File: src/rtl/pwm_pkg.sv
// Shared constants and FSM state type for the PWM receive path.
package pwm_pkg;

  localparam int unsigned N_DEF   = 512;
  localparam int unsigned PCT_W   = 7;
  localparam int unsigned PCT_MAX = 100;

  typedef enum logic [1:0] {
    IDLE,
    MEAS,
    STUCK
  } state_t;

endpackage

File: src/rtl/seq_divider.sv
// Restoring divider, one quotient bit per cycle; result is presented
// combinationally on the final step so the caller can register it directly.
module seq_divider #(
  parameter int unsigned DW = 16,
  parameter int unsigned QW = 23
) (
  input  logic          i_clk,
  input  logic          i_rst,
  input  logic          i_start,
  input  logic          i_abort,
  input  logic [QW-1:0] i_dividend,
  input  logic [DW-1:0] i_divisor,
  output logic          o_busy,
  output logic          o_done,
  output logic [QW-1:0] o_quotient
);

  localparam int unsigned CW = $clog2(QW + 1);

  logic [DW-1:0] r_div;
  logic [DW-1:0] r_rem;
  logic [QW-1:0] r_quo;
  logic [CW-1:0] r_cnt;
  logic          r_busy;

  logic [DW:0]   w_shift;
  logic [DW-1:0] w_diff;
  logic          w_ge;
  logic          w_last;

  always_comb begin
    w_shift = {r_rem, r_quo[QW-1]};
    w_ge    = (w_shift >= {1'b0, r_div});
    w_diff  = w_shift[DW-1:0] - r_div;
    w_last  = r_busy && (r_cnt == CW'(1));
  end

  // The final step frees the unit in the same cycle so a new start is accepted.
  assign o_busy     = r_busy && !w_last;
  assign o_done     = w_last;
  assign o_quotient = {r_quo[QW-2:0], w_ge};

  always_ff @(posedge i_clk or posedge i_rst) begin
    if (i_rst) begin
      r_div  <= '0;
      r_rem  <= '0;
      r_quo  <= '0;
      r_cnt  <= '0;
      r_busy <= 1'b0;
    end else if (i_abort) begin
      r_busy <= 1'b0;
      r_cnt  <= '0;
    end else if (i_start && !o_busy) begin
      r_div  <= i_divisor;
      r_rem  <= '0;
      r_quo  <= i_dividend;
      r_cnt  <= CW'(QW);
      r_busy <= 1'b1;
    end else if (r_busy) begin
      r_rem <= w_ge ? w_diff : w_shift[DW-1:0];
      r_quo <= {r_quo[QW-2:0], w_ge};
      r_cnt <= r_cnt - 1'b1;
      if (w_last) r_busy <= 1'b0;
    end
  end

endmodule

File: src/rtl/pwm_duty_meter.sv
// PWM receiver: synchronizes the pin, measures period and high time between
// rising edges, and reports rounded duty percent or a stuck-line condition.
module pwm_duty_meter
  import pwm_pkg::*;
#(
  parameter int unsigned N       = N_DEF,
  parameter int unsigned CNT_W   = 16,
  parameter int unsigned TIMEOUT = 4 * N
) (
  input  logic             clk_main,
  input  logic             rst,
  input  logic             pwm_in,
  output logic [PCT_W-1:0] duty_pct,
  output logic [CNT_W-1:0] period,
  output logic             meas_valid,
  output logic             stuck_hi,
  output logic             stuck_lo,
  output logic             overrun
);

  localparam int unsigned      DIV_W   = CNT_W + PCT_W;
  localparam logic [CNT_W-1:0] CNT_MAX = '1;
  localparam logic [CNT_W-1:0] TO_CNT  = CNT_W'(TIMEOUT);

  logic             r_sync1, r_sync2, r_sync3;
  logic [CNT_W-1:0] r_hi_cnt, r_per_cnt, r_per_lat;
  state_t           r_state, w_next;

  logic             w_rise;
  logic             w_start, w_overrun, w_enter_stuck;
  logic [DIV_W-1:0] w_dividend, w_quo;
  logic             w_div_busy, w_div_done;
  logic [PCT_W-1:0] w_duty;

  assign w_rise = r_sync2 && !r_sync3;

  always_ff @(posedge clk_main or posedge rst) begin
    if (rst) begin
      r_sync1 <= 1'b0;
      r_sync2 <= 1'b0;
      r_sync3 <= 1'b0;
    end else begin
      r_sync1 <= pwm_in;
      r_sync2 <= r_sync1;
      r_sync3 <= r_sync2;
    end
  end

  // The boundary cycle itself is high, so both counters restart at 1.
  always_ff @(posedge clk_main or posedge rst) begin
    if (rst) begin
      r_hi_cnt  <= '0;
      r_per_cnt <= '0;
    end else if (w_rise) begin
      r_hi_cnt  <= CNT_W'(1);
      r_per_cnt <= CNT_W'(1);
    end else begin
      if (r_per_cnt != CNT_MAX) r_per_cnt <= r_per_cnt + 1'b1;
      if (r_sync2 && (r_hi_cnt != CNT_MAX)) r_hi_cnt <= r_hi_cnt + 1'b1;
    end
  end

  always_ff @(posedge clk_main or posedge rst) begin
    if (rst) r_state <= IDLE;
    else     r_state <= w_next;
  end

  always_comb begin
    w_next        = r_state;
    w_start       = 1'b0;
    w_overrun     = 1'b0;
    w_enter_stuck = 1'b0;
    unique case (r_state)
      IDLE: begin
        if (w_rise) w_next = MEAS;
      end
      MEAS: begin
        if (w_rise) begin
          if (w_div_busy) w_overrun = 1'b1;
          else            w_start   = 1'b1;
        end else if (r_per_cnt == TO_CNT) begin
          w_enter_stuck = 1'b1;
          w_next        = STUCK;
        end
      end
      STUCK: begin
        if (w_rise) w_next = MEAS;
      end
      default: w_next = IDLE;
    endcase
  end

  assign w_dividend = DIV_W'(r_hi_cnt) * DIV_W'(PCT_MAX) + DIV_W'(r_per_cnt[CNT_W-1:1]);

  seq_divider #(
    .DW(CNT_W),
    .QW(DIV_W)
  ) u_div (
    .i_clk      (clk_main),
    .i_rst      (rst),
    .i_start    (w_start),
    .i_abort    (w_enter_stuck),
    .i_dividend (w_dividend),
    .i_divisor  (r_per_cnt),
    .o_busy     (w_div_busy),
    .o_done     (w_div_done),
    .o_quotient (w_quo)
  );

  assign w_duty = (w_quo > DIV_W'(PCT_MAX)) ? PCT_W'(PCT_MAX) : w_quo[PCT_W-1:0];

  always_ff @(posedge clk_main or posedge rst) begin
    if (rst) begin
      r_per_lat  <= '0;
      duty_pct   <= '0;
      period     <= '0;
      meas_valid <= 1'b0;
      stuck_hi   <= 1'b0;
      stuck_lo   <= 1'b0;
      overrun    <= 1'b0;
    end else begin
      meas_valid <= 1'b0;
      overrun    <= w_overrun;
      if (w_start) r_per_lat <= r_per_cnt;
      // Stuck entry aborts the divider, so a coincident result is dropped.
      if (w_enter_stuck) begin
        stuck_hi   <= r_sync2;
        stuck_lo   <= !r_sync2;
        duty_pct   <= r_sync2 ? PCT_W'(PCT_MAX) : '0;
        period     <= TO_CNT;
        meas_valid <= 1'b1;
      end else if (w_div_done) begin
        duty_pct   <= w_duty;
        period     <= r_per_lat;
        stuck_hi   <= 1'b0;
        stuck_lo   <= 1'b0;
        meas_valid <= 1'b1;
      end
    end
  end

endmodule

File: config.mk
export PLATFORM = sky130hd
export DESIGN_NAME = pwm_duty_meter
export DESIGN_NICKNAME = d
export VERILOG_FILES = /design/src/rtl/pwm_pkg.sv /design/src/rtl/seq_divider.sv /design/src/rtl/pwm_duty_meter.sv
export SDC_FILE = /design/constraint.sdc
export NUM_CORES = 1
export LEC_CHECK = 0
export CAP_MARGIN = 20
export CELL_PAD_IN_SITES_DETAIL_PLACEMENT = 1
export CELL_PAD_IN_SITES_GLOBAL_PLACEMENT = 1
export CORE_ASPECT_RATIO = 0.6
export CORE_MARGIN = 2
export CORE_UTILIZATION = 44
export CTS_CLUSTER_SIZE = 25
export DETAILED_ROUTE_END_ITERATION = 16
export HOLD_SLACK_MARGIN = 0.08
export PLACE_DENSITY_LB_ADDON = 0.1
export RECOVER_POWER = 25
export SLEW_MARGIN = 20
export SYNTH_ARGS = -nofsm -noshare
export SYNTH_HDL_FRONTEND = slang
export SYNTH_SLANG_ARGS = --single-unit
File: constraint.sdc
create_clock -name clk_main -period 4.7 [get_ports clk_main]
set_input_delay 0.705 -clock clk_main [delete_from_list [all_inputs] [get_ports clk_main]]
set_output_delay 0.705 -clock clk_main [all_outputs]
set_load 0.01 [all_outputs]
==> metrics.md, run 1 <==
| Metric | Value |
|---|---|
| TritonCTS clock tree | `yes` |
| Slew HR | `-37.5%` |
| Final setup skew | `0.0206 ns` |
| IO Count | `30` |
| Setup Crit Path Kind | `reg -> reg` |
| Final Total Pwr | `0.00520 W` |
| Clk buf depth | `2` |
| Synth cell types | `65` |
| Clk sink count | `141` |
| Area growth syn-to-layout | `16.5%` |
| First DRT Iteration DRCs | `between 400 and 500` |
| Fmax | `0.218 GHz` |
| Share of layout cells above drive strength 1 | `9.21%` |
| Leak | `around 5.0 nW` |
| Antenna violations before repair | `1` |
| Hold Path Class | `reg -> reg` |
| Crit start category | `register` |
| Post-synth top area share | `38.8%` |
| Peak VDD IR | `0.297 mV` |
| Area contributors post-synth | `dfrtp_1 39%, ha_1 12%, nand2_1 6.2%` |
| Post-synth EDFFs | `0` |
| Site Rows | `40` |
| Cells after synthesis | `between 1000 and 1500` |
| Starting Density | `~45%` |
| Top cells by count, synth | `150 x nand2_1, 141 x dfrtp_1, 90 x inv_1, 88 x ha_1` |
| CTS H-tree depth | `4` |
| Pwr Density | `491 nW/um^2` |
| Worst-path clk slew | `0.06 ns` |
| CORE AREA | `20100 um^2` |
| Top delay family on crit path | `adder cells` |
| Gpl congestion | `~0.83` |
| DP Cell Count | `1306` |
| Post-Layout Cell Count | `1348` |
| Tot GR Track Use | `about 25%` |
| Slowest cell on crit path | `fa_1` |
| Post-route ant nets | `0` |
| Status | `finished with violations` |
| Period utilisation layout | `97.5%` |
| Sequential Area | `3530 um^2` |
| Crit. End Element | `register` |
| Die area | `21900 um^2` |
| DRC viols | `0` |
| Main synth FF type | `dfrtp_1` |
| Ant diodes | `0` |
| Crit path largest cell delay | `0.50 ns` |
| Final WL | `between 20000 and 30000 um` |
| Global-route wire length before repair | `42800 um` |
| Seq/Total Area, Yosys | `38.8%` |
| Cell Chain, Critical Path | `buf_4, ha_1, ha_1, inv_1, fa_1, inv_1, ha_2, or4b_1, o22a_1, buf_4, xor2_1, ha_2, nand2_1, o41ai_2, buf_4, nand2_1, nor2_1, xor2_1, o221ai_1` |
| Final Hold Viols | `0` |
| Final-layout fill cell count | `2348` |
| Violated checks | `max-capacitance violations, max-slew violations` |
| Crit path buffers/inverters | `5` |
| Overall die width | `190 um` |
| Initial DRT Pass Iterations | `5` |
| Later-pin clock latency in the skew report | `0.44 ns` |
| Area used by multi-input combinational logic | `between 5000 and 6000 um^2` |
| Largest net degree at the start of global routing | `90` |
| Post-synth top area cell | `dfrtp_1` |
| Number of global-route vias before repair | `7555` |
| Port Buffers | `29` |
| Post-synth ARST share | `100%` |
| Vias per cell | `5.48` |
| Hpwl dp | `19200 um` |
| WL per Instance | `~20 um` |
| Worst EP arrival | `4.86 ns` |
| Seq cells post-synth | `141` |
| Critical Path RT | `4.98 ns` |
| Final min period | `4.58 ns` |
| Cell chosen for the clock root | `clkbuf_16` |
| Pins Over Slew Limit | `89` |
| Worst-Margin Slew | `2.06 ns` |
| Nets@finish | `1166` |
| Syn_area_per_cell | `8.91 um^2` |
| Ys Warns | `0` |
| Syn_nets | `1125` |
| Die Span Y | `115 um` |
| Final setup viols | `0` |
| Dominant cell by count in the synthesized netlist | `nand2_1` |
| Total grt overflow | `0` |
| Critical Path Fanout Max | `4` |
| Most used cell, CP | `buf_4` |
| CTS Buf Count | `17` |
| Cell area after synthesis | `9100 um^2` |
| Max_cap viols | `1` |
| Vias | `7393` |
cell type report:
type / instances / share of cell area [%]
Clock buffer: 19 / 4.18
Clock inverter: 13 / 1.55
Inverter: 90 / 3.22
Multi-Input combinational cell: 758 / 49.9
Sequential cell: 141 / 33.3
Tap cell: 273 / 3.22
Timing Repair Buffer: 54 / 4.63
where the power goes:
| group | switching [W] | total [W] | internal [W] |
|---|---|---|---|
| sequential | 0.000283 | 0.00180 | 0.00151 |
| combinational | 0.00110 | 0.00198 | 0.000880 |
| clock | 0.000577 | 0.00143 | 0.000852 |
metal layers:
layer	global-route usage, %	routed length, um	part of all wire, %	up-vias
met4	4.81	137	0.52	0
met2	34.8	10400	39	122
li1	-	-	-	3595
met1	41.5	15100	57	3667
met5	0	0	0	-
met3	4.43	883	3.3	9
cells in the final DEF, fill, tap and decap left out, types with 5 or more instances in the layout:
cell             count
a22oi_1             10
ha_2                 5
a21oi_1             58
and3_1              12
nor2b_1             10
a21o_1              11
ha_1                79
or3_1                5
clkdlybuf4s50_1     27
buf_4               24
clkbuf_16           17
a211oi_1             8
nor3_1              18
nor2_1              70
o21a_1               8
xnor2_1             44
nor3b_1              7
and2_1               5
nand4_1             12
fa_1                13
nand3_1             28
mux2i_1             16
nand2_1            149
dfrtp_1            137
a31oi_1              7
nand2b_1             9
nor4_1               6
inv_1               89
o21ai_0             69
xor2_1              18
repair_timing:
action,in CTS,in global routing
endpoints found under the setup margin,1,11
hold buffers,0,0
setup buffers,0,10
gates cloned,0,0
hold endpoints to repair,0,0
pin swaps,0,14
gates resized for setup,1,33
stage by stage:
stage / setup TNS (ns) / hold WS (ns) / cell area (um^2) / util [%] / setup WS [ns]
finish: 0 / 0.352 / 10600 / 52.7 / 0.119
global route: -0.0612 / 0.368 / 10600 / 52.7 / -0.0291
CTS: 0 / 0.356 / 10400 / 51.6 / 0.0106
detailed placement: 0 / 0.340 / 9760 / 48.5 / 0.0485
global placement: 0 / 0.335 / 9760 / 48.5 / 0.0656
floorplan: 0 / 0.331 / 9100 / - / 0.214
kinds of logic (layout without fill, tap and decap cells):
family / count (synthesis) / count (layout) / share of synthesized area [%]
flip-flops: 141 / 141 / 38.8
AO/OA/AOI/OAI: 220 / 220 / 14.9
XOR/XNOR: 62 / 62 / 5.97
buffers and inverters: 122 / 176 / 5.06
AND/OR/NAND/NOR: 358 / 358 / 18.4
adder cells (fa/ha/maj): 101 / 101 / 15.0
multiplexers: 17 / 17 / 1.88
final timing paths:
path                        startpoint              end  slack [ns]  depth (start not counted)
setup / recovery           r_hi_cnt[6]  u_div.r_quo[19]        0.12                         19
min in group asynchronous          rst  u_div.r_rem[12]        1.36                          2
setup reg to reg           r_hi_cnt[6]  u_div.r_quo[19]        0.12                         19
hold / removal                 r_sync1          r_sync2        0.35                          0
max in group asynchronous          rst      r_hi_cnt[1]        2.13                          2
hold reg to reg                r_sync1          r_sync2        0.35                          0
registers in the layout (all words and copies together), names as in the netlist:
register      cells
r_sync2           1
r_hi_cnt         16
r_state           2
u_div.r_cnt       5
overrun           1
u_div.r_quo      23
duty_pct          7
u_div.r_busy      1
stuck_hi          1
r_sync3           1
period           16
r_per_lat        16
r_per_cnt        16
u_div.r_div      16
meas_valid        1
u_div.r_rem      16
r_sync1           1
stuck_lo          1
Note: power is estimated with default switching activity, not from simulation.
==> inputs of run 2 (changes only) <==
Settings changed: GPL_ROUTABILITY_DRIVEN from default to 0.
==> results of run 2 <==
No change in the layout: final DEF, timing and power equal those of run 1.
==> inputs of run 3 (changes only) <==
Settings changed: SLEW_MARGIN 20 to 5.
==> results of run 3 <==
No change in the layout: final DEF, timing and power equal those of run 1.
